[config.mk]
export PLATFORM = sky130hd
export DESIGN_NAME = decode_stage_pipe
export DESIGN_NICKNAME = d
export VERILOG_FILES = /design/src/rtl/riscv_pkg.sv /design/src/rtl/reg_file_bypass.sv /design/src/rtl/decode_stage_pipe.sv
export SDC_FILE = /design/constraint.sdc
export NUM_CORES = 2
export LEC_CHECK = 0
export ABC_CLOCK_PERIOD_IN_PS = 6300
export CORE_UTILIZATION = 40
export DETAILED_ROUTE_END_ITERATION = 16
export PLACE_DENSITY = 0.61
export SYNTH_ARGS = -nofsm -noshare
export SYNTH_HDL_FRONTEND = slang
export SYNTH_SLANG_ARGS = --single-unit
[constraint.sdc]
create_clock -name clk -period 6.3 [get_ports clk]
set_input_delay 0.945 -clock clk [delete_from_list [all_inputs] [get_ports clk]]
set_output_delay 0.945 -clock clk [all_outputs]
set_load 0.02 [all_outputs]
[src/rtl/riscv_pkg.sv]
// Shared RV32 decode encodings: opcodes, immediate/result-source selects, ALU ops, ID/EX control bundle.
// Pure types and functions; no timing or backpressure of its own.
package riscv_pkg;

  localparam logic [6:0] OP_LW  = 7'b0000011;
  localparam logic [6:0] OP_SW  = 7'b0100011;
  localparam logic [6:0] OP_R   = 7'b0110011;
  localparam logic [6:0] OP_I   = 7'b0010011;
  localparam logic [6:0] OP_BEQ = 7'b1100011;
  localparam logic [6:0] OP_JAL = 7'b1101111;

  typedef enum logic [1:0] {IMM_I = 2'b00, IMM_S = 2'b01, IMM_B = 2'b10, IMM_J = 2'b11} imm_src_e;
  typedef enum logic [1:0] {RES_ALU = 2'b00, RES_MEM = 2'b01, RES_PC4 = 2'b10} res_src_e;
  typedef enum logic [2:0] {
    ALU_ADD = 3'b000, ALU_SUB = 3'b001, ALU_AND = 3'b010, ALU_OR = 3'b011, ALU_SLT = 3'b101
  } alu_ctrl_e;

  typedef struct packed {
    logic      valid;
    logic      illegal;
    logic      reg_write;
    logic      mem_write;
    logic      alu_src;
    logic      branch;
    logic      jump;
    res_src_e  result_src;
    alu_ctrl_e alu_control;
  } ctrl_t;

  // alu_op: 00 address add, 01 branch compare, 10 follow funct3/funct7
  function automatic alu_ctrl_e alu_decode(input logic [1:0] alu_op, input logic [2:0] funct3,
                                           input logic op5, input logic funct7_5);
    alu_ctrl_e res;
    res = ALU_ADD;
    case (alu_op)
      2'b01: res = ALU_SUB;
      2'b10: begin
        case (funct3)
          3'b000:  res = (op5 && funct7_5) ? ALU_SUB : ALU_ADD;
          3'b010:  res = ALU_SLT;
          3'b110:  res = ALU_OR;
          3'b111:  res = ALU_AND;
          default: res = ALU_ADD;
        endcase
      end
      default: res = ALU_ADD;
    endcase
    return res;
  endfunction

endpackage

[src/rtl/reg_file_bypass.sv]
// Integer register file, 2 async reads / 1 write on rising clk; x0 hardwired to zero.
// Reads are combinational; with BYPASS=1 a same-cycle write is forwarded to the read ports.
module reg_file_bypass #(
  parameter int XLEN   = 32,
  parameter int NREG   = 32,
  parameter int BYPASS = 1,
  localparam int RIDX_W = $clog2(NREG)
) (
  input  logic              clk,
  input  logic              rst,
  input  logic              we,
  input  logic [RIDX_W-1:0] waddr,
  input  logic [XLEN-1:0]   wdata,
  input  logic [RIDX_W-1:0] raddr1,
  input  logic [RIDX_W-1:0] raddr2,
  output logic [XLEN-1:0]   rdata1,
  output logic [XLEN-1:0]   rdata2
);

  logic [XLEN-1:0] regs_q [NREG];
  logic [XLEN-1:0] regs_d [NREG];

  always_comb begin
    regs_d = regs_q;
    if (we && waddr != '0) regs_d[waddr] = wdata;
  end

  always_ff @(posedge clk or negedge rst) begin
    if (!rst) regs_q <= '{default: '0};
    else      regs_q <= regs_d;
  end

  always_comb begin
    rdata1 = (raddr1 == '0) ? '0 : regs_q[raddr1];
    rdata2 = (raddr2 == '0) ? '0 : regs_q[raddr2];
    if (BYPASS != 0) begin
      if (we && waddr == raddr1 && raddr1 != '0) rdata1 = wdata;
      if (we && waddr == raddr2 && raddr2 != '0) rdata2 = wdata;
    end
  end

endmodule

[src/rtl/decode_stage_pipe.sv]
// Decode stage + ID/EX register: control decode, regfile read, imm extend; 1-cycle latency.
// StallE holds, FlushE bubbles (flush wins); LoadUseHazD is flagged only, the hazard unit stalls.
module decode_stage_pipe
  import riscv_pkg::*;
#(
  parameter int XLEN   = 32,
  parameter int NREG   = 32,
  parameter int BYPASS = 1,
  localparam int RIDX_W = $clog2(NREG)
) (
  input  logic              clk,
  input  logic              rst,
  input  logic              StallE,
  input  logic              FlushE,
  input  logic              ValidD,
  input  logic [31:0]       InstrD,
  input  logic [XLEN-1:0]   PCD,
  input  logic [XLEN-1:0]   PCPlus4D,
  input  logic              RegWriteW,
  input  logic [RIDX_W-1:0] RdW,
  input  logic [XLEN-1:0]   ResultW,
  output logic              LoadUseHazD,
  output logic              ValidE,
  output logic              IllegalE,
  output logic              MemWriteE,
  output logic              ALUSrcE,
  output logic              RegWriteE,
  output logic              BranchE,
  output logic              JumpE,
  output logic [1:0]        ResultSrcE,
  output logic [2:0]        ALUControlE,
  output logic [XLEN-1:0]   RD1E,
  output logic [XLEN-1:0]   RD2E,
  output logic [XLEN-1:0]   ImmExtE,
  output logic [XLEN-1:0]   PCE,
  output logic [XLEN-1:0]   PCPlus4E,
  output logic [RIDX_W-1:0] RdE,
  output logic [RIDX_W-1:0] Rs1E,
  output logic [RIDX_W-1:0] Rs2E
);

  logic [6:0]        opcode;
  logic [RIDX_W-1:0] rs1_dec, rs2_dec, rd_dec;
  logic [XLEN-1:0]   rd1_dec, rd2_dec, imm_dec;
  logic [1:0]        alu_op;
  logic              known, uses_rs2;
  imm_src_e          imm_src;
  ctrl_t             ctrl_dec;

  assign opcode  = InstrD[6:0];
  assign rs1_dec = InstrD[15 +: RIDX_W];
  assign rs2_dec = InstrD[20 +: RIDX_W];
  assign rd_dec  = InstrD[7 +: RIDX_W];

  reg_file_bypass #(.XLEN(XLEN), .NREG(NREG), .BYPASS(BYPASS)) u_rf (
    .clk(clk), .rst(rst), .we(RegWriteW), .waddr(RdW), .wdata(ResultW),
    .raddr1(rs1_dec), .raddr2(rs2_dec), .rdata1(rd1_dec), .rdata2(rd2_dec)
  );

  always_comb begin
    ctrl_dec = '0;
    imm_src  = IMM_I;
    alu_op   = 2'b00;
    known    = 1'b1;
    case (opcode)
      OP_LW:  begin ctrl_dec.reg_write = 1'b1; ctrl_dec.alu_src = 1'b1; ctrl_dec.result_src = RES_MEM; end
      OP_SW:  begin ctrl_dec.mem_write = 1'b1; ctrl_dec.alu_src = 1'b1; imm_src = IMM_S; end
      OP_R:   begin ctrl_dec.reg_write = 1'b1; alu_op = 2'b10; end
      OP_I:   begin ctrl_dec.reg_write = 1'b1; ctrl_dec.alu_src = 1'b1; alu_op = 2'b10; end
      OP_BEQ: begin ctrl_dec.branch = 1'b1; imm_src = IMM_B; alu_op = 2'b01; end
      OP_JAL: begin
        ctrl_dec.reg_write  = 1'b1;
        ctrl_dec.jump       = 1'b1;
        ctrl_dec.result_src = RES_PC4;
        imm_src             = IMM_J;
      end
      default: known = 1'b0;
    endcase
    ctrl_dec.alu_control = alu_decode(alu_op, InstrD[14:12], InstrD[5], InstrD[30]);
    if (!known) begin
      ctrl_dec         = '0;
      ctrl_dec.illegal = 1'b1;
    end
    ctrl_dec.valid = 1'b1;
    // Non-instructions still carry data, but nothing that changes architectural state.
    if (!ValidD) begin
      ctrl_dec.valid     = 1'b0;
      ctrl_dec.illegal   = 1'b0;
      ctrl_dec.reg_write = 1'b0;
      ctrl_dec.mem_write = 1'b0;
      ctrl_dec.branch    = 1'b0;
      ctrl_dec.jump      = 1'b0;
    end
  end

  always_comb begin
    case (imm_src)
      IMM_S:   imm_dec = {{(XLEN-12){InstrD[31]}}, InstrD[31:25], InstrD[11:7]};
      IMM_B:   imm_dec = {{(XLEN-12){InstrD[31]}}, InstrD[7], InstrD[30:25], InstrD[11:8], 1'b0};
      IMM_J:   imm_dec = {{(XLEN-20){InstrD[31]}}, InstrD[19:12], InstrD[20], InstrD[30:21], 1'b0};
      default: imm_dec = {{(XLEN-12){InstrD[31]}}, InstrD[31:20]};
    endcase
  end

  ctrl_t             ctrl_q, ctrl_d;
  logic [XLEN-1:0]   rd1_q, rd1_d, rd2_q, rd2_d, imm_q, imm_d, pc_q, pc_d, pc4_q, pc4_d;
  logic [RIDX_W-1:0] rd_q, rd_d, rs1_q, rs1_d, rs2_q, rs2_d;

  always_comb begin
    ctrl_d = ctrl_q; rd1_d = rd1_q; rd2_d = rd2_q; imm_d = imm_q;
    pc_d   = pc_q;   pc4_d = pc4_q; rd_d  = rd_q;  rs1_d = rs1_q; rs2_d = rs2_q;
    if (FlushE) begin
      ctrl_d = '0; rd1_d = '0; rd2_d = '0; imm_d = '0;
      pc_d   = '0; pc4_d = '0; rd_d  = '0; rs1_d = '0; rs2_d = '0;
    end else if (!StallE) begin
      ctrl_d = ctrl_dec; rd1_d = rd1_dec; rd2_d = rd2_dec; imm_d = imm_dec;
      pc_d   = PCD;      pc4_d = PCPlus4D; rd_d = rd_dec;  rs1_d = rs1_dec; rs2_d = rs2_dec;
    end
  end

  always_ff @(posedge clk or negedge rst) begin
    if (!rst) begin
      ctrl_q <= '0; rd1_q <= '0; rd2_q <= '0; imm_q <= '0;
      pc_q   <= '0; pc4_q <= '0; rd_q  <= '0; rs1_q <= '0; rs2_q <= '0;
    end else begin
      ctrl_q <= ctrl_d; rd1_q <= rd1_d; rd2_q <= rd2_d; imm_q <= imm_d;
      pc_q   <= pc_d;   pc4_q <= pc4_d; rd_q  <= rd_d;  rs1_q <= rs1_d; rs2_q <= rs2_d;
    end
  end

  assign uses_rs2    = (opcode == OP_R) || (opcode == OP_SW) || (opcode == OP_BEQ);
  assign LoadUseHazD = ctrl_q.valid && (ctrl_q.result_src == RES_MEM) && (rd_q != '0) && ValidD &&
                       ((rd_q == rs1_dec) || ((rd_q == rs2_dec) && uses_rs2));

  assign ValidE      = ctrl_q.valid;
  assign IllegalE    = ctrl_q.illegal;
  assign MemWriteE   = ctrl_q.mem_write;
  assign ALUSrcE     = ctrl_q.alu_src;
  assign RegWriteE   = ctrl_q.reg_write;
  assign BranchE     = ctrl_q.branch;
  assign JumpE       = ctrl_q.jump;
  assign ResultSrcE  = ctrl_q.result_src;
  assign ALUControlE = ctrl_q.alu_control;
  assign RD1E        = rd1_q;
  assign RD2E        = rd2_q;
  assign ImmExtE     = imm_q;
  assign PCE         = pc_q;
  assign PCPlus4E    = pc4_q;
  assign RdE         = rd_q;
  assign Rs1E        = rs1_q;
  assign Rs2E        = rs2_q;

endmodule

==> metrics.md <==
| Metric | Value |
|---|---|
| Multi-input logic area | a little over 30000 sq um |
| Number of DRC markers in iteration 0 | between 3000 and 4000 |
| Syn avg cell area | roughly 14 sq um |
| Leakage | between 30 and 40 nW |
| Drt first pass iters | 6 |
| Cts repair resizes | 0 |
| Vias in the first global route | about 41000 |
| Routability cong. | about 0.86 |
| RSZ-0062 raised after global routing | false |
| Register area | 30000 sq um |
| Crit Path Max Fanout | 6 |
| Clock Sinks | 1200 |
| Drt via density | 6.11 |
| Die footprint | ~160000 sq um |
| Worst hold slack | about 85 ps |
| Post-DP HPWL | between 100000 and 150000 um |
| Reg clk slew, reported paths | about 50 ps |
| TNS Setup | 0 ps |
| Register area share after synthesis | 0.479 |
| First-pass GRT wire length | between 200000 and 300000 um |
| Max IR drop VDD | about 0.28 mV |
| Boundary pin count | between 300 and 400 |
| Setup-failing EPs final | 0 |
| Number of max-cap violations | 0 |
| Synth Flop Type | dfrtp_1 |
| Post-synth ARST share | 1.00 |
| Num CTS Buffers | approximately 130 |
| Slew Limit Headroom | 0.143 |
| Antenna-violating nets left | 0 |
| Slew Viols, Final | 0 |
| CP Class | in -> out |
| CTS Hold Bufs | 0 |
| Root buffer cell | clkbuf_16 |
| Place WS | approximately 1600 ps |
| Min Tclk post-route | between 4000 and 5000 ps |
| Row Count | roughly 140 |
| Final Hold Vio Count | 0 |
| CTS tree | done |
| Port Buffer Count | between 300 and 400 |
| Synth-to-Final Area Change | 14.6% |
| Hold Crit Class | in -> async |
| All-layer global routing usage | 0.248 |
| Congestion Overflow GR | 0 |
| Setup bufs post-CTS | 0 |
| Total power | between 20 and 25 mW |
| Post-Synthesis Cells | about 4400 |
| Largest net degree at the start of global routing | 166 |
| Residual DRC count | 0 |
| Vias | slightly above 40000 |
| Final Net Count | roughly 4600 |
| Highest-count cells in the layout ignoring fill and taps | 1200 x dfrtp_1, 906 x mux2_2, 512 x mux4_2 |
| CP endpoint kind | output pin |
| Routed len/inst | roughly 30 um |
| Syn_nets | 4540 |
| Power per cell area | 310 nW/um^2 |
| Commonest non-fill, non-tap cell in the layout | dfrtp_1 |
| Die Span X | about 400 um |
| Total wire length | just under 200000 um |
| Status | finished, final reports clean |
| Post-Syn Area | approximately 63000 sq um |
| Setup crit start kind | primary input |
| WP data arrival | ~3800 ps |
| Die height | 398 um |
| Antenna violations before repair | 14 |
| Core Box Area | approximately 150000 sq um |
| Share of layout cells above drive strength 1 | 0.392 |
| Final clock skew | ~22 ps |
| Warnings from Yosys | 0 |
| Clock Latency Late Sink | about 770 ps |
| H-tree depth | 4 |
| Yosys cell types | 57 |
| Fillers | between 10000 and 15000 |
| Core Util, Final | 0.464 |
| EDFF count, synth | 0 |
| F_max | between 200 and 250 MHz |
| Fin worst setup slack | between 1500 and 2000 ps |
| CTS Buffer Depth | 3 |
| # diodes | 0 |
| Initial Util | 0.405 |
| Synthesized flop and latch total | 1200 |
| Worst Path Required | around 5400 ps |
| Tcrit/Tclk final | 0.758 |
| Worst-margin pin slew | roughly 1300 ps |
[kinds of logic (layout without fill, tap and decap cells)]
family,count (synthesis),after routing,share of synthesized area
mux,1714,1714,0.394
fa+ha+maj,2,2,0.000400
buf+inv,551,718,0.0400
compound gates,448,448,0.0457
simple gates,464,464,0.0373
xor+xnor,20,20,0.00280
flops,1200,1200,0.479
[through the flow]
step                      area [sq um]  std cells
after floorplan                  62600       4399
after global placement           67400       6380
after detailed placement         67400       6380
after CTS                        71700       6610
after global routing             71700       6610
final                            71700       6610
[cell type report]
class	count	share of cell area
Clock buffer	199	0.0551
Clock inverter	31	0.00528
Inverter	68	0.00356
Multi-Input combinational cell	2648	0.423
Sequential cell	1200	0.419
Tap cell	2044	0.0356
Timing Repair Buffer	420	0.0586
[cell usage after synthesis (35+ instances only)]
library cell	count	area, sq um
a21oi_1	73	365
a22o_1	35	307
buf_2	142	711
clkbuf_1	262	983
dfrtp_1	1200	30000
inv_1	68	255
mux2_2	906	10200
mux2i_1	296	2960
mux4_2	512	11500
nand2_1	192	721
nor2_1	128	480
o21ai_0	154	771
o22ai_1	58	363
[critical path, stage by stage]
cell and delay (ps):
clkdlybuf4s50_1 540, or2_2 390, nor3_1 490, and3_1 250, o2111ai_1 130, a221oi_1 410
clkdlybuf4s50_1 670
[power breakdown]
part | switching (mW) | internal (mW)
logic | 1.80 | 2.55
clock network | 3.23 | 4.65
registers | 0.980 | 9.03
total | 6.01 | 16.2
[routing by layer]
layer	GRT usage	wire length [um]
met5	0	105
met4	0.0826	6030
met3	0.0576	14900
met2	0.389	91200
met1	0.341	82800
[final timing paths]
check,startpoint,end,slack (ps),depth (start not counted)
max,InstrD[2],LoadUseHazD,1530,7
min,rst,IllegalE,80,1
max reg2reg,u_rf.regs_q[271],RD2E[15],4400,5
min reg2reg,u_rf.regs_q[1001],u_rf.regs_q[1001],390,0
max in group asynchronous,rst,u_rf.regs_q[592],4500,2
min in group clk,u_rf.regs_q[1001],u_rf.regs_q[1001],390,0
[flip-flops by register name (all words and copies together), names as in the netlist, 2 cells and up]
signal	count
RdE	5
ResultSrcE	2
u_rf.regs_q	1024
Rs2E	5
PCPlus4E	32
ImmExtE	21
RD2E	32
PCE	32
RD1E	32
Rs1E	5
ALUControlE	3
Note: power is estimated with default switching activity, not from simulation.
